===== config.mk =====
export PLATFORM = sky130hd
export DESIGN_NAME = seq_mult4
export DESIGN_NICKNAME = d
export VERILOG_FILES = /design/src/rtl/seq_mult4.sv
export SDC_FILE = /design/constraint.sdc
export NUM_CORES = 1
export LEC_CHECK = 0
export CAP_MARGIN = 15
export CELL_PAD_IN_SITES_DETAIL_PLACEMENT = 1
export CELL_PAD_IN_SITES_GLOBAL_PLACEMENT = 1
export CORE_MARGIN = 1.5
export CORE_UTILIZATION = 40
export CTS_BUF_LIST = sky130_fd_sc_hd__clkbuf_8
export CTS_CLUSTER_SIZE = 14
export DETAILED_ROUTE_END_ITERATION = 10
export MAX_ROUTING_LAYER = met4
export PLACE_DENSITY_LB_ADDON = 0.1
export SYNTH_ARGS = -nofsm -noshare
export SYNTH_HDL_FRONTEND = slang
export SYNTH_SLANG_ARGS = --single-unit

===== constraint.sdc =====
create_clock -name clk -period 3 [get_ports clk]
set_clock_uncertainty 0.05 [all_clocks]
set_input_delay 0.6 -clock clk [delete_from_list [all_inputs] [get_ports clk]]
set_output_delay 0.6 -clock clk [all_outputs]
set_load 0.05 [all_outputs]

===== src/rtl/seq_mult4.sv =====
// Sequential 4x4 unsigned shift-and-add multiplier with a start/busy/done
// handshake. One add/shift step is taken per clock using the shared 4-bit
// ripple-carry adder, giving an 8-bit product four clocks after acceptance.

// 4-bit ripple-carry adder: full-adder chain from bit 0 upwards.
module RippleAdd4 (
  input  logic [3:0] a_i,
  input  logic [3:0] b_i,
  input  logic       cin_i,
  output logic [3:0] sum_o,
  output logic       cout_o
);

  logic [4:0] carry;

  // Propagate the carry through each bit position in turn
  always_comb begin
    carry[0] = cin_i;
    for (int i = 0; i < 4; i++) begin
      sum_o[i]     = a_i[i] ^ b_i[i] ^ carry[i];
      carry[i + 1] = (a_i[i] & b_i[i]) | (carry[i] & (a_i[i] ^ b_i[i]));
    end
    cout_o = carry[4];
  end

endmodule

module seq_mult4 (
  input  logic       clk,
  input  logic       rst,
  input  logic       start,
  input  logic [3:0] a,
  input  logic [3:0] b,
  output logic       busy,
  output logic       done,
  output logic [7:0] product
);

  typedef enum logic [1:0] {
    IDLE,
    CALC,
    DONE
  } state_t;

  state_t     state_q, state_d;
  logic [3:0] mcand_q, mcand_d;
  logic [3:0] hi_q, hi_d;
  logic [3:0] lo_q, lo_d;
  logic [1:0] cnt_q, cnt_d;
  logic       busy_q, busy_d;
  logic       done_q, done_d;
  logic [7:0] product_q, product_d;

  logic [3:0] addSum;
  logic       addCarry;
  logic [4:0] partial;

  // The adder always sees hi and the multiplicand; the multiplier LSB decides
  // whether its result or the unchanged high half feeds the shift.
  RippleAdd4 adder (
    .a_i    (hi_q),
    .b_i    (mcand_q),
    .cin_i  (1'b0),
    .sum_o  (addSum),
    .cout_o (addCarry)
  );

  // Five-bit partial sum keeps the carry so it shifts into hi[3]
  assign partial = lo_q[0] ? {addCarry, addSum} : {1'b0, hi_q};

  // Next-state logic: load on accept, shift-add per CALC step, retire in DONE
  always_comb begin
    state_d   = state_q;
    mcand_d   = mcand_q;
    hi_d      = hi_q;
    lo_d      = lo_q;
    cnt_d     = cnt_q;
    busy_d    = busy_q;
    done_d    = done_q;
    product_d = product_q;

    case (state_q)
      IDLE: begin
        if (start) begin
          mcand_d = a;
          lo_d    = b;
          hi_d    = 4'd0;
          cnt_d   = 2'd0;
          busy_d  = 1'b1;
          state_d = CALC;
        end
      end
      CALC: begin
        hi_d  = partial[4:1];
        lo_d  = {partial[0], lo_q[3:1]};
        cnt_d = cnt_q + 2'd1;
        if (cnt_q == 2'd3) begin
          product_d = {partial[4:1], partial[0], lo_q[3:1]};
          done_d    = 1'b1;
          state_d   = DONE;
        end
      end
      DONE: begin
        done_d  = 1'b0;
        busy_d  = 1'b0;
        state_d = IDLE;
      end
      default: begin
        state_d = IDLE;
      end
    endcase
  end

  // State register; reset discards any in-flight operation
  always_ff @(posedge clk) begin
    if (rst) begin
      state_q   <= IDLE;
      mcand_q   <= 4'd0;
      hi_q      <= 4'd0;
      lo_q      <= 4'd0;
      cnt_q     <= 2'd0;
      busy_q    <= 1'b0;
      done_q    <= 1'b0;
      product_q <= 8'd0;
    end else begin
      state_q   <= state_d;
      mcand_q   <= mcand_d;
      hi_q      <= hi_d;
      lo_q      <= lo_d;
      cnt_q     <= cnt_d;
      busy_q    <= busy_d;
      done_q    <= done_d;
      product_q <= product_d;
    end
  end

  assign busy    = busy_q;
  assign done    = done_q;
  assign product = product_q;

endmodule

==> results of run 1 <==
-- flip-flops by register name, indices dropped and copies added (netlist names) --
name,count
busy,1
cnt_q,2
done,1
hi_q,4
lo_q,4
mcand_q,4
product,8
state_q,2
-- per-layer routing --
layer | global-route usage, % | part of all wire, %
met5 | - | 0
met4 | 4.98 | 0.65
met3 | 2.95 | 2.3
met2 | 32.0 | 51
met1 | 22.8 | 46
-- Yosys cell counts --
master                      count
sky130_fd_sc_hd__dfxtp_1       26
sky130_fd_sc_hd__nand2_1       14
sky130_fd_sc_hd__nor2_1        14
sky130_fd_sc_hd__a21oi_1       12
sky130_fd_sc_hd__mux2i_1        9
sky130_fd_sc_hd__inv_1          8
sky130_fd_sc_hd__a211oi_1       7
sky130_fd_sc_hd__o211ai_1       4
sky130_fd_sc_hd__buf_6          3
sky130_fd_sc_hd__clkbuf_1       3
sky130_fd_sc_hd__fa_1           3
sky130_fd_sc_hd__buf_2          2
sky130_fd_sc_hd__ha_1           2
sky130_fd_sc_hd__a22oi_1        1
sky130_fd_sc_hd__a2bb2oi_1      1
sky130_fd_sc_hd__a32oi_1        1
sky130_fd_sc_hd__and3b_2        1
sky130_fd_sc_hd__buf_4          1
sky130_fd_sc_hd__nand2b_1       1
sky130_fd_sc_hd__nand3_1        1
sky130_fd_sc_hd__nand3b_1       1
sky130_fd_sc_hd__nor2b_1        1
sky130_fd_sc_hd__nor2b_4        1
sky130_fd_sc_hd__nor3b_4        1
sky130_fd_sc_hd__o21ba_2        1
sky130_fd_sc_hd__o21bai_1       1
sky130_fd_sc_hd__o22ai_1        1
sky130_fd_sc_hd__o32ai_1        1
sky130_fd_sc_hd__or3b_1         1
-- layout by cell type, fill, tap and decap left out, drive strengths merged --
cell type,Yosys,layout
a21oi,12,12
o21ba,1,1
o32ai,1,1
a22oi,1,1
a2bb2oi,1,1
buf,6,1
nor2,14,14
ha,2,2
a32oi,1,1
nand3b,1,1
nand2,14,14
a211oi,7,7
mux2i,9,9
o211ai,4,4
clkdlybuf4s50,0,20
nor3b,1,1
o21bai,1,1
fa,3,3
o22ai,1,1
inv,8,8
dfxtp,26,26
clkbuf,3,4
or3b,1,1
nor2b,2,2
nand2b,1,1
nand3,1,1
and3b,1,1
-- cell type report --
type,count,share of cell area (%)
timing repair buffer,21,14.7
inverter,8,2.13
clock buffer,4,3.91
tap,31,2.75
multi-input combinational,80,39.5
sequential,26,36.9
-- how the worst min path moves through the flow --
stage	startpoint	to	slack, ns	depth (start not counted)
final	product[4]	product[4]	0.41	2
after CTS	product[4]	product[4]	0.42	2
after floorplan	cnt_q[0]	cnt_q[0]	0.39	1
after global routing	product[7]	product[7]	0.44	2
after global placement	product[2]	product[2]	0.39	2
after detailed placement	product[5]	product[5]	0.40	2
-- through the flow --
stage | power (mW) | std cells | instance area (um2) | worst slack (ns)
after floorplan | 0.437 | 123 | 1170 | 0.774
final | 0.677 | 170 | 1410 | 0.590
after global routing | 0.710 | 170 | 1410 | 0.363
after detailed placement | 0.462 | 166 | 1350 | 0.610
after global placement | 0.458 | 166 | 1350 | 0.678
after CTS | 0.687 | 170 | 1410 | 0.567
-- kinds of logic after synthesis --
group                      after synthesis  synth area share, %
and+or+nand+nor                         36                 15.5
AOI/OAI and AO/OA                       30                 17.1
DFF                                     26                 44.5
buffers and inverters                   17                 7.91
muxes                                    9                 7.70
adders and majority gates                5                 7.27
-- power by group through the flow --
| stage | combinational (mW) | sequential, mW | clock [mW] |
|---|---|---|---|
| after global routing | 0.0903 | 0.377 | 0.243 |
| after floorplan | 0.0584 | 0.378 | 0 |
| after global placement | 0.0772 | 0.381 | 0 |
| after CTS | 0.0805 | 0.375 | 0.231 |
| final | 0.0795 | 0.374 | 0.223 |
| after detailed placement | 0.0792 | 0.383 | 0 |
-- worst max-delay path: stages (launching register included) --
cell	delay [ns]
sky130_fd_sc_hd__dfxtp_1	0.37
sky130_fd_sc_hd__ha_1	0.16
sky130_fd_sc_hd__inv_1	0.05
sky130_fd_sc_hd__fa_1	0.37
sky130_fd_sc_hd__fa_1	0.36
sky130_fd_sc_hd__inv_1	0.07
sky130_fd_sc_hd__fa_1	0.40
sky130_fd_sc_hd__mux2i_1	0.19
sky130_fd_sc_hd__o32ai_1	0.10
sky130_fd_sc_hd__nor2b_1	0.15
==> impl_metrics.toml, run 1 <==
[grt]
first_pass_grt_wire_length_mm = 4.53
number_of_global_route_vias_before_repair = 962
combined_global_route_utilization_of_all_metal_layers_pct = 18.6
grt_antenna_before_repair = 0
grt_start_max_net_pins = 19
globalRouteOverflowTotal = 0

[setup_path]
startpoint_type = "flip-flop"
regToRegSetupSlack_ns = 0.59
worst_r2r_endpoint = "hi_q[2]"
timing.critical_path.fanout_max = 3
crit_path_end_kind = "flip-flop"
crit_required_ns = 3.08
worstSetupEndpoint = "hi_q[2]"
crit_arrival_ns = 2.49
timing.reg2reg.worst_path_depth = 9
critical_path.reg2reg.startpoint = "hi_q[0]"
setup.worst_path.class = "flip-flop to flip-flop"
crit_path_start = "hi_q[0]"

[sta]
final.period_utilization_pct = 80.3
finalCriticalPeriod_ns = 2.41
slew_violations = 0
report.final.setup_viol = 0
max-slew-margin-rel_pct = 54.8
grt_setup_unrepaired = "false"
fmax_mhz = 415
hold_ws_ns = 0.415
max_slew.worst_pin.slew_ns = 0.675
final_hold_violation_count = 0
fin_tns_setup_ns = 0

[layout]
post-route-util_pct = 51.1
diodes = 0
multiInputGateArea_um2 = 557
area.sequential_um2 = 520
syn_to_final_growth_pct = 20.4
final_nets = 156
final_layout_size_suffix_gt1_share_pct = 6.47
nFillCells = 326

[clock_network]
cts_made_buffers = 3
cts.reportedPaths.clkPinSlew_ns = 0.09
cts_tree = "done"
postCtsSetupRepairBufs = 0
worst_skew_pair_latency_ns = 0.26
cts.path.max_buffers = 2
post_cts_hold_buffer_count = 0
clkSinkCount = 26
cts_resized = 0
clk_root_buffer_cell = "sky130_fd_sc_hd__clkbuf_8"
htree_num_levels = 1

[logic_synthesis]
synth_area_leaders = "sky130_fd_sc_hd__dfxtp_1, sky130_fd_sc_hd__mux2i_1, sky130_fd_sc_hd__a21oi_1"
synth.yosys.seq_area_share_pct = 44.5
yosysWarnings = 0
syn-instance-count = 123
synthesis.nets = 139
netlist.top_cell.by_area = "sky130_fd_sc_hd__dfxtp_1"
fraction_of_post_synthesis_cell_area_in_the_top_cell_type_by_area_pct = 44.5
yosys_reg_bits = 26
synth.lib_cells_used.distinct = 29
syn_area_um2 = 1170
postSynthAreaPerCell_um2 = 9.51

[run_status]
status = "completed"

[route]
drtPass1Iterations = 4
postRouteWirelength_mm = 2.60
drt_drc_violations_left = 0
route.antenna.remaining_nets = 0
routed-via-count = 900
avgViaCountPerCell = 5.29
drt_first_iter_violations = 12
avgRoutedWirePerCell_um = 15.3

[die]
floorplan.initialDensity_pct = 42.4
die_height_um = 57.1
top_level_ports = 21
area_of_the_core_um2 = 2760
die_w_um = 57.1
fp-row-count = 19
die_area_um2 = 3260

[power]
ir_worst_vdd_mv = 0.254
p_switching_uw = 163
share_clk_of_total_power_pct = 33.0
power_internal_uw = 514
power.density_cell_area_nw_per_um2 = 481
pwr-share-seq_pct = 55.3
total_leakage_power_nw = 0.504
p_comb_share_pct = 11.7
p_sw_share_pct = 24.1

[placed_design]
finalWeightedCongestion = 0.717
port_buffers = 20
hpwl_mm = 1.82

[job]
cap_viol_max_count = 0

[min_path]
hold_class = "flip-flop to flip-flop"
No activity file was read; power rests on OpenSTA's default activity.
==> inputs of run 2 (changes only) <==
==> constraint.sdc (replaced) <==
create_clock -name clk -period 2.5 [get_ports clk]
set_clock_uncertainty 0.05 [all_clocks]
set_input_delay 0.5 -clock clk [delete_from_list [all_inputs] [get_ports clk]]
set_output_delay 0.5 -clock clk [all_outputs]
set_load 0.05 [all_outputs]
==> run 2 against run 1 <==
Highest routed layer unchanged. Cell area increased by 2.0%. Critical path depth unchanged. Die area unchanged.
==> impl_metrics.toml, run 2 (synthesis gave the netlist of run 1 again) <==
[run_status]
status = "completed"

[placed_design]
post-place-cells = 167
finalWeightedCongestion = 0.765
hpwl_mm = 1.71
port_buffers = 20

[route]
route.antenna.remaining_nets = 0
avgRoutedWirePerCell_um = 14.3
drt_first_iter_violations = 9
drt_drc_violations_left = 0
routed-via-count = 919
drtPass1Iterations = 2
avgViaCountPerCell = 5.37
postRouteWirelength_mm = 2.44

[grt]
combined_global_route_utilization_of_all_metal_layers_pct = 17.5
grt_start_max_net_pins = 18
first_pass_grt_wire_length_mm = 4.27
number_of_global_route_vias_before_repair = 966
grt_antenna_before_repair = 0
globalRouteOverflowTotal = 0

[clock_network]
cts_tree = "done"
htree_num_levels = 1
cts.path.max_buffers = 2
cts_made_buffers = 3
cts.reportedPaths.clkPinSlew_ns = 0.10
clk_root_buffer_cell = "sky130_fd_sc_hd__clkbuf_8"
worst_skew_pair_latency_ns = 0.27
clkSinkCount = 26

[die]
top_level_ports = 21
die_area_um2 = 3260
die_w_um = 57.1
area_of_the_core_um2 = 2760
floorplan.initialDensity_pct = 42.4
fp-row-count = 19
die_height_um = 57.1

[layout]
layout_common_cells = "sky130_fd_sc_hd__dfxtp_1, sky130_fd_sc_hd__clkdlybuf4s50_1, sky130_fd_sc_hd__nor2_1, sky130_fd_sc_hd__nand2_1, sky130_fd_sc_hd__a21oi_1"
post-route-util_pct = 52.1
largest_register_ffs = 8
final_nets = 157
syn_to_final_growth_pct = 22.9
area.sequential_um2 = 522
final_layout_size_suffix_gt1_share_pct = 8.57
nFillCells = 313
layout.cells.non_filler = 171
diodes = 0
mostFrequentLayoutCell = "sky130_fd_sc_hd__dfxtp_1"
multiInputGateArea_um2 = 561

[power]
power.density_cell_area_nw_per_um2 = 623
ir_worst_vdd_mv = 0.361
power.total_uw = 896
total_leakage_power_nw = 0.515

[setup_path]
timing.critical_path.fanout_max = 3
startpoint_type = "flip-flop"
crit_required_ns = 2.62
crit_path_end_kind = "flip-flop"
setup.worst_path.class = "flip-flop to flip-flop"
crit_arrival_ns = 2.53

[sta]
report.final.setup_viol = 0
final_hold_violation_count = 0
max_slew.worst_pin.slew_ns = 0.511
max-slew-margin-rel_pct = 65.8
grt_setup_unrepaired = "false"
finalCriticalPeriod_ns = 2.41
fmax_mhz = 415
final.period_utilization_pct = 96.5
fin_tns_setup_ns = 0
slew_violations = 0

[min_path]
hold_class = "flip-flop to flip-flop"

[job]
cap_viol_max_count = 0
## run 2: cell types whose count changed in the layout (fill, tap and decap cells not counted)
| cell | previous run | this run |
|---|---|---|
| sky130_fd_sc_hd__mux2i_1 | 9 | 8 |
| sky130_fd_sc_hd__dfxtp_1 | 26 | 25 |
| sky130_fd_sc_hd__mux2i_2 | 0 | 1 |
| sky130_fd_sc_hd__buf_4 | 1 | 2 |
| sky130_fd_sc_hd__dfxtp_2 | 0 | 1 |
| sky130_fd_sc_hd__clkbuf_8 | 4 | 3 |
| sky130_fd_sc_hd__bufinv_16 | 0 | 1 |
## run 2: repair_timing
item,in CTS,in global routing
setup endpoints to repair,0,1
hold buffers,0,0
resized for setup,0,2
buffers inserted,0,0
## run 2: per-layer routing
layer  vias up  part of all wire (%)  global-route usage [%]  wire length, um
met5         -                     0                       -                0
met4         0                   2.0                    7.97               48
met3         5                   3.8                    3.17               93
met2        17                    46                    28.9             1130
met1       445                    48                    20.7             1170
li1        452                     -                       -                -
## run 2: layout make-up
cell class / instances / share of cell area [%]
Clock buffer: 3 / 2.87
Clock inverter: 1 / 2.09
Inverter: 8 / 2.09
Multi-Input combinational cell: 80 / 39.0
Sequential cell: 26 / 36.3
Tap cell: 31 / 2.70
Timing Repair Buffer: 22 / 15.0
## run 2: worst paths after layout
path	start	to	slack [ns]	cells past startpoint
max	hi_q[0]	hi_q[2]	0.09	9
min	product[4]	product[4]	0.41	2
max reg2reg	hi_q[0]	hi_q[2]	0.09	9
min reg2reg	product[4]	product[4]	0.41	2
## run 2: report_power, final
part | switching, mW | leakage [nW] | total [mW] | internal (mW)
clock network | 0.135 | 0.0357 | 0.350 | 0.214
registers | 0.0183 | 0.212 | 0.449 | 0.431
logic | 0.0498 | 0.267 | 0.0972 | 0.0475
## run 2: through the flow
| step | setup WS [ns] | cell area (um2) | hold WS (ns) |
|---|---|---|---|
| 6_report | 0.0883 | 1440 | 0.406 |
| 5_1_grt | 0.0100 | 1440 | 0.433 |
| 2_1_floorplan | 0.274 | 1170 | 0.394 |
| 4_1_cts | 0.0450 | 1430 | 0.411 |
| 3_5_place_dp | 0.0724 | 1360 | 0.398 |
| 3_3_place_gp | 0.202 | 1360 | 0.391 |
## run 2: worst max-delay path, stage by stage, from the launching register on
cell                      delay, ns
sky130_fd_sc_hd__dfxtp_2       0.36
sky130_fd_sc_hd__ha_1          0.15
sky130_fd_sc_hd__inv_1         0.05
sky130_fd_sc_hd__fa_1          0.38
sky130_fd_sc_hd__fa_1          0.38
sky130_fd_sc_hd__inv_1         0.08
sky130_fd_sc_hd__fa_1          0.41
sky130_fd_sc_hd__mux2i_2       0.21
sky130_fd_sc_hd__o32ai_1       0.10
sky130_fd_sc_hd__nor2b_1       0.15
==> inputs of run 3 (changes only) <==
==> constraint.sdc (replaced) <==
create_clock -name clk -period 2.5 [get_ports clk]
set_clock_uncertainty 0.05 [all_clocks]
set_input_delay 0.375 -clock clk [delete_from_list [all_inputs] [get_ports clk]]
set_output_delay 0.375 -clock clk [all_outputs]
set_load 0.05 [all_outputs]
==> run 3 against run 2 <==
Final cell count down 0.58%. Sequential power about the same. Die area is the same. Sequential cell count stayed put. Worst setup slack better by 0.060 ns.
==> impl_metrics.toml, run 3 (synthesis gave the netlist of run 1 again) <==
[run_status]
status = "completed"

[sta]
finalCriticalPeriod_ns = 2.35
slew_violations = 0
fmax_mhz = 425
final_hold_violation_count = 0
max_slew.worst_pin.slew_ns = 0.496
max-slew-margin-rel_pct = 66.8
postLayoutSetupSlackWorst_ns = 0.148
report.final.setup_viol = 0
final.period_utilization_pct = 94.1

[route]
postRouteWirelength_mm = 2.43
route.antenna.remaining_nets = 0
drt_first_iter_violations = 6
drtPass1Iterations = 4
avgRoutedWirePerCell_um = 14.3
avgViaCountPerCell = 5.21
routed-via-count = 886
drt_drc_violations_left = 0

[job]
cap_viol_max_count = 0

[clock_network]
htree_num_levels = 1
clk_root_buffer_cell = "sky130_fd_sc_hd__clkbuf_8"
clkSinkCount = 26
cts.path.max_buffers = 2
cts_tree = "done"
cts_made_buffers = 3
cts.reportedPaths.clkPinSlew_ns = 0.08
worst_skew_pair_latency_ns = 0.27

[grt]
grt_antenna_before_repair = 0
number_of_global_route_vias_before_repair = 945
globalRouteOverflowTotal = 0
first_pass_grt_wire_length_mm = 4.33
combined_global_route_utilization_of_all_metal_layers_pct = 17.7
grt_start_max_net_pins = 28

[placed_design]
dp_slack_ns = 0.102
finalWeightedCongestion = 0.754
port_buffers = 20
hpwl_mm = 1.70

[die]
fp-row-count = 19
die_area_um2 = 3260
die_height_um = 57.1
floorplan.initialDensity_pct = 42.4
top_level_ports = 21
die_w_um = 57.1
area_of_the_core_um2 = 2760

[setup_path]
startpoint_type = "flip-flop"
timing.critical_path.fanout_max = 3
crit_arrival_ns = 2.46
crit_path_end_kind = "flip-flop"
setup.worst_path.class = "flip-flop to flip-flop"
crit_required_ns = 2.61

[layout]
diodes = 0
syn_to_final_growth_pct = 19.9
nFillCells = 326
largest_register_ffs = 8
final_layout_size_suffix_gt1_share_pct = 6.47
layout_common_cells = "sky130_fd_sc_hd__dfxtp_1, sky130_fd_sc_hd__clkdlybuf4s50_1, sky130_fd_sc_hd__nor2_1, sky130_fd_sc_hd__nand2_1, sky130_fd_sc_hd__a21oi_1"
final_nets = 157
mostFrequentLayoutCell = "sky130_fd_sc_hd__dfxtp_1"

[power]
power.total_uw = 777
ir_worst_vdd_mv = 0.407
power.density_cell_area_nw_per_um2 = 554
total_leakage_power_nw = 0.501

[min_path]
hold_class = "flip-flop to flip-flop"
[run 3: where the power goes]
group	internal, mW	switching, mW	leakage, nW
sequential	0.430	0.0187	0.212
clock	0.108	0.125	0.0216
combinational	0.0463	0.0485	0.267
[run 3: per-stage QoR]
step           TNS [ns]  hold slack [ns]  instance area [um2]  cells  util (%)
2_1_floorplan         0            0.394                 1170    123         -
3_3_place_gp          0            0.391                 1350    166      49.1
3_5_place_dp          0            0.398                 1350    166      49.1
4_1_cts               0            0.410                 1400    169      50.6
5_1_grt         -0.0159            0.432                 1400    170      50.9
6_report              0            0.403                 1400    170      50.9
[run 3: what timing repair did]
action,in CTS,in global routing
hold buffers,0,0
resized for setup,0,0
setup endpoints to repair,0,1
endpoints found under the hold margin,0,0
setup buffers,0,1
[run 3: layout make-up]
class / count / area (um2) / area share [%]
inverter: 8 / 30.0 / 2.14
timing repair buffer: 22 / 215 / 15.3
multi-input combinational: 80 / 557 / 39.7
tap: 31 / 38.8 / 2.77
clock buffer: 3 / 41.3 / 2.94
sequential: 26 / 520 / 37.1
[run 3: layer usage]
metal | GRT usage (%) | vias up | wire (um)
li1 | - | 453 | -
met2 | 29.9 | 20 | 1190
met1 | 21.5 | 409 | 1110
met3 | 2.72 | 4 | 98
met4 | 5.98 | 0 | 31
met5 | - | - | 0
[run 3: worst paths after layout]
kind | start | to | slack (ns) | cells past startpoint
worst min register to register | product[4] | product[4] | 0.40 | 2
worst min-delay path | product[4] | product[4] | 0.40 | 2
worst max-delay path | hi_q[0] | hi_q[2] | 0.15 | 9
worst max register to register | hi_q[0] | hi_q[2] | 0.15 | 9
[run 3: critical path, stage by stage (launching register included)]
cell                      delay, ns
sky130_fd_sc_hd__dfxtp_1       0.37
sky130_fd_sc_hd__ha_1          0.16
sky130_fd_sc_hd__inv_1         0.05
sky130_fd_sc_hd__fa_1          0.37
sky130_fd_sc_hd__fa_1          0.36
sky130_fd_sc_hd__inv_1         0.07
sky130_fd_sc_hd__fa_1          0.40
sky130_fd_sc_hd__mux2i_1       0.19
sky130_fd_sc_hd__o32ai_1       0.09
sky130_fd_sc_hd__nor2b_1       0.14
==> patch 1 (settings of run 2) <==
The 3 states of `state_t` get a one-hot encoding in 3 bits.
--- a/src/rtl/seq_mult4.sv
+++ b/src/rtl/seq_mult4.sv
@@ -37,8 +37,8 @@
 );
 
-  typedef enum logic [1:0] {
-    IDLE,
-    CALC,
-    DONE
+  typedef enum logic [2:0] {
+    IDLE = 3'b001,
+    CALC = 3'b010,
+    DONE = 3'b100
   } state_t;
 
Formal check against the unedited RTL: same outputs for any inputs over 10 cycles, from zero or initial values and one cycle with rst high; not proved beyond that.
==> patch 1 against run 2 <==
Area after synthesis increased by 5.8%; die area is 5.5% higher; largest power group unchanged; worst setup slack better by 0.029 ns; routed wire length increased by 3.7%; combinational power is 4.3% lower; sequential cell count grew 1; power shrank 10%; cell area rose by 2.1%; critical path depth shrank 2; via count grew 0.98%.
==> patch 1: results (changes against run 2) <==
- The via count of the first global-routing pass was 938 (-2.9%).
- The share of layout cells above drive strength 1 is 10.87% (+2.3 points).
- The share of the yosys chip area belonging to registers is 43.68% (-0.81 points).
- The pin slew with the least headroom to its limit is 0.5974 ns (+0.08599 ns).
- The pre-CTS worst setup slack is 0.1222 ns (+0.04980 ns).
- The met1 demand-to-capacity share in global routing is 23.97% (+3.3 points).
- The wire length of the first global-routing pass is 4471 µm (+4.7%).
- The number of design-rule violations left by the first detailed-router iteration was 26 (+17).
- The post-layout net count came to 155 (-1.3%).
- The global-route usage over all layers is 17.57% (+0.071 points).
- The average wire per cell in the routed design came to 14.81 µm (+3.7%).
- The post-detailed-placement half-perimeter wirelength is 1838 µm (+7.4%).
- The multiplexer share of the synthesized area was 7.482% (-0.22 points).
- The total number of vias is 928 (+0.98%).
- The launch point of the worst reg-to-reg path is mcand_q[0]$_SDFFE_PP0P_.
- Counting instances in the post-synthesis netlist gives the leading cell types as 27 x sky130_fd_sc_hd__dfxtp_1, 10 x sky130_fd_sc_hd__nand2_1, 9 x sky130_fd_sc_hd__a21oi_1, 8 x sky130_fd_sc_hd__nor2_1, 8 x sky130_fd_sc_hd__nor3_1.
- The endpoint of the worst hold-timing path is mcand_q[0]$_SDFFE_PP0P_.
- The global placer's final weighted congestion is 0.7282 (-4.8%).
- After synthesis, the cell types taking the most area are sky130_fd_sc_hd__dfxtp_1 44%, sky130_fd_sc_hd__mux2i_1 5.7%, sky130_fd_sc_hd__fa_1 4.9%, sky130_fd_sc_hd__a21oi_1 3.6%, sky130_fd_sc_hd__buf_6 3.6%.
- The met3 demand-to-capacity share in global routing is 4.615% (+1.4 points).
- The number of filler cells placed in the layout was 341 (+8.9%).
- The met2 usage in global routing was 25.84% (-3.1 points).
- The switching power total is 0.2016 mW (-0.89%).
- The distinct cell type count of the synthesized netlist is 35 (+21%).
- The synthesized net count came to 138 (-0.72%).
- The run finished with clean final reports.
- The area fraction in compound gates after synthesis is 14.36% (-2.8 points).
- The adder and majority cell fraction of the synthesized area came to 6.876% (-0.40 points).
- The maximum net fanout on the critical path came to 2 (-1).
- The maximum VDD drop is 0.0003821 V (+5.8%).
- In this run the most critical hold path is launched from mcand_q[0]$_SDFFE_PP0P_.
==> patch 1: area by class of cell <==
type,count,area (µm²),area share [%]
Timing Repair Buffer,23,222.7,15.17
Multi-Input combinational cell,83,613.1,41.77
Clock buffer,3,41.29,2.813
Clock inverter,1,5.005,0.3410
Sequential cell,27,540.5,36.83
Tap cell,33,41.29,2.813
Inverter,1,3.754,0.2558
==> patch 1: critical path: stages, from the launching register on <==
cell,delay [ns]
sky130_fd_sc_hd__dfxtp_1,0.33
sky130_fd_sc_hd__ha_1,0.21
sky130_fd_sc_hd__fa_1,0.38
sky130_fd_sc_hd__fa_1,0.39
sky130_fd_sc_hd__fa_1,0.44
sky130_fd_sc_hd__mux2i_1,0.29
sky130_fd_sc_hd__nor3_2,0.06
sky130_fd_sc_hd__a21o_1,0.16
==> patch 1: logic make-up (layout without fill, tap and decap cells) <==
| kind of cell | count (synthesis) | in the layout |
|---|---|---|
| fa+ha+maj | 5 | 5 |
| compound gates | 26 | 26 |
| mux | 9 | 9 |
| flops | 27 | 27 |
| simple gates | 43 | 43 |
| buf+inv | 12 | 28 |
==> patch 1: how the worst max path moves through the flow <==
| stage | from | to | slack (ns) |
|---|---|---|---|
| 2_1_floorplan | mcand_q[0]$_SDFFE_PP0P_ | hi_q[2]$_SDFFE_PP0P_ | 0.25 |
| 3_3_place_gp | mcand_q[0]$_SDFFE_PP0P_ | hi_q[2]$_SDFFE_PP0P_ | 0.19 |
| 3_5_place_dp | hi_q[0]$_SDFFE_PP0P_ | hi_q[2]$_SDFFE_PP0P_ | 0.12 |
| 4_1_cts | hi_q[0]$_SDFFE_PP0P_ | hi_q[2]$_SDFFE_PP0P_ | 0.11 |
| 5_1_grt | hi_q[0]$_SDFFE_PP0P_ | hi_q[2]$_SDFFE_PP0P_ | 0.01 |
| 6_report | mcand_q[0]$_SDFFE_PP0P_ | hi_q[2]$_SDFFE_PP0P_ | 0.12 |
==> patch 1: layer usage <==
layer / wire [µm] / vias up
li1: - / 462
met1: 1243 / 448
met2: 1173 / 16
met3: 99 / 2
met4: 15 / 0
met5: 0 / -
==> patch 1: metrics by stage <==
step	power, mW	instances	cell area [µm²]
floorplan	0.5375	122	1237
global placement	0.5674	167	1421
detailed placement	0.5696	167	1421
CTS	0.8208	171	1468
global route	0.8512	171	1468
finish	0.8058	171	1468
==> patch 1: power by group through the flow <==
| stage | combinational, mW | sequential [mW] | clock, mW |
|---|---|---|---|
| global placement | 0.0929 | 0.474 | 0 |
| floorplan | 0.0673 | 0.470 | 0 |
| global route | 0.103 | 0.469 | 0.279 |
| CTS | 0.0951 | 0.465 | 0.260 |
| finish | 0.0930 | 0.465 | 0.248 |
| detailed placement | 0.0943 | 0.475 | 0 |
==> patch 2 (settings of run 2) <==
Made on the original files. Reset style: asynchronous (`rst`), changed in one clocked block.
--- a/src/rtl/seq_mult4.sv
+++ b/src/rtl/seq_mult4.sv
@@ -113,5 +113,5 @@
 
   // State register; reset discards any in-flight operation
-  always_ff @(posedge clk) begin
+  always_ff @(posedge clk or posedge rst) begin
     if (rst) begin
       state_q   <= IDLE;
Behaviour: differs if rst is asserted again (counterexample within 4 cycles, from zero or initial values and one cycle with rst high); with rst held inactive, the same outputs for 10 cycles.
==> patch 2 against run 2 <==
Critical path type unchanged; die area is 1.5% higher; first-iteration DRC count is 56% lower; highest routed layer unchanged; maximum frequency is 5.7% higher; routed wire length is 12% lower; area after synthesis is 1.6% higher; critical endpoint is now product[6]$_DFFE_PP0P_; worst setup slack better by 0.13 ns; sequential cell count stayed put; cell area is 1.1% higher.
Power is not compared: it rests on default switching activity, and its combinational part moved more than twofold at a synthesized area within 25%.
==> patch 2: results (changes against run 2) <==
- The worst register-to-register path begins at hi_q[0]$_DFFE_PP0P_.
- Ranked by total cell area, the synthesized netlist is headed by sky130_fd_sc_hd__dfrtp_1 55%, sky130_fd_sc_hd__mux2_2 8.5%, sky130_fd_sc_hd__fa_1 5.1%, sky130_fd_sc_hd__nand2_1 5.1%, sky130_fd_sc_hd__o21ai_0 4.2%.
- The maximum VDD drop is 0.0007815 V.
- The share of the yosys chip area belonging to registers is 54.74% (+10 points).
- The average wire per cell in the routed design is 13.81 µm (-3.3%).
- The number of maximum-capacitance violations is 0 (unchanged).
- The global-route usage over all layers is 15.51% (-2.0 points).
- The number of buffers inserted during clock tree synthesis is 3 (unchanged).
- The placement-stage cell area was 0.001399 mm² (+2.8%).
- The post-layout net count was 141 (-10%).
- The share of layout cells above drive strength 1 is 12.90% (+4.3 points).
- The start point of the worst hold path is product[7]$_DFFE_PP0P_.
- The number of design-rule violations left by the first detailed-router iteration is 4 (-5).
- After synthesis, the most frequently instantiated cells are 26 x sky130_fd_sc_hd__dfrtp_1, 16 x sky130_fd_sc_hd__nand2_1, 10 x sky130_fd_sc_hd__inv_1, 10 x sky130_fd_sc_hd__o21ai_0, 9 x sky130_fd_sc_hd__mux2_2.
- The total iterations of the first detailed-routing run is 3 (+1).
- The number of filler cells placed in the layout was 306 (-2.2%).
- The via count of the first global-routing pass is 834 (-14%).
- The flow ran to the end, and the final reports show no timing, DRC or antenna violations.
- The post-detailed-placement half-perimeter wirelength is 1632 µm (-4.7%).
- The post-synthesis async set-or-reset flop share was 100.0% (+100 points).
- The synthesized net count was 120 (-14%).
- The global placer's final weighted congestion is 0.7480 (-2.3%).
- The cell depth of the worst flop-to-flop path is 8 (-1).
- The wire length of the first global-routing pass was 3726 µm (-13%).
- The largest net degree at the start of global routing is 27 (+9).
- The distinct cell type count of the synthesized netlist is 22 (-24%).
- The total instance count after detailed placement is 151 (-9.6%).
- The pin slew with the least headroom to its limit is 0.5524 ns (+0.04101 ns).
- The path class of the tightest hold or removal check is reg -> reg.
- The data arrival time of the critical path is 2.37 ns (-0.16 ns).
- The pre-CTS worst setup slack is 0.2224 ns (+0.1500 ns).
- The post-route non-filler standard cell count is 155 (-9.4%).
- The worst setup path startpoint is hi_q[0]$_DFFE_PP0P_.
- The detail-routed via count per cell is 5.168 (-3.8%).
- The number of standard cells after synthesis is 104 (-15%).
==> patch 2: changes by cell type in the layout (fill, tap and decap cells not counted), moves of 4 or more <==
cell | run 2 | this run
sky130_fd_sc_hd__dfrtp_1 | 0 | 26
sky130_fd_sc_hd__dfxtp_1 | 25 | 0
sky130_fd_sc_hd__nor2_1 | 14 | 2
sky130_fd_sc_hd__a21oi_1 | 12 | 2
sky130_fd_sc_hd__o21ai_0 | 0 | 10
sky130_fd_sc_hd__mux2_2 | 0 | 9
sky130_fd_sc_hd__a211oi_1 | 7 | 0
sky130_fd_sc_hd__mux2i_1 | 8 | 2
sky130_fd_sc_hd__o211ai_1 | 4 | 0
sky130_fd_sc_hd__o22ai_1 | 1 | 5
==> patch 2: routing by layer <==
metal	GRT usage, %	up-vias	part of all wire (%)
met3	4.762	4	4.3
met4	4.983	0	1.3
met5	-	-	0
met1	19.00	394	45
li1	-	390	-
met2	24.51	13	49
==> patch 2: final cells by class <==
type                            instances  area (µm²)  share of cell area (%)
Multi-Input combinational cell         63       464.2                   31.93
Sequential cell                        26       650.6                   44.75
Tap cell                               31       38.79                   2.668
Timing Repair Buffer                   21       207.7                   14.29
Inverter                               10       37.54                   2.582
Clock buffer                            4       55.05                   3.787
==> patch 2: logic make-up (layout without fill, tap and decap cells) <==
family,count (synthesis),count (layout),share of synthesized area [%]
multiplexers,11,11,10.21
AND/OR/NAND/NOR,24,24,10.21
adder cells (fa/ha/maj),5,5,7.158
AO/OA/AOI/OAI,23,23,11.47
buffers and inverters,15,35,6.210
flip-flops,26,26,54.74
==> patch 2: path summary, 6_finish.rpt <==
check                      slack (ns)                endpoint
min in group asynchronous        0.53  product[4]$_DFFE_PP0P_
min reg2reg                      0.44  product[7]$_DFFE_PP0P_
max in group asynchronous        1.61  mcand_q[2]$_DFFE_PP0P_
max reg2reg                      0.22  product[6]$_DFFE_PP0P_
min                              0.44  product[7]$_DFFE_PP0P_
max                              0.22  product[6]$_DFFE_PP0P_
==> patch 2: worst register-to-register path, delay by kind of cell (launching register included) <==
kind	cells	cell delay, ns
AOI/OAI and AO/OA	1	0.10
adders and majority gates	4	1.30
buffers and inverters	2	0.12
DFF	1	0.38
muxes	1	0.19
==> patch 2: power by group through the flow <==
stage          Sequential [mW]  Combinational [mW]  Clock [mW]
2_1_floorplan            0.896               0.497           0
3_3_place_gp             0.737               0.856           0
3_5_place_dp             0.747               0.879           0
4_1_cts                  0.739               0.880       0.280
5_1_grt                  0.768               0.960       0.290
6_report                 0.735               0.865       0.268
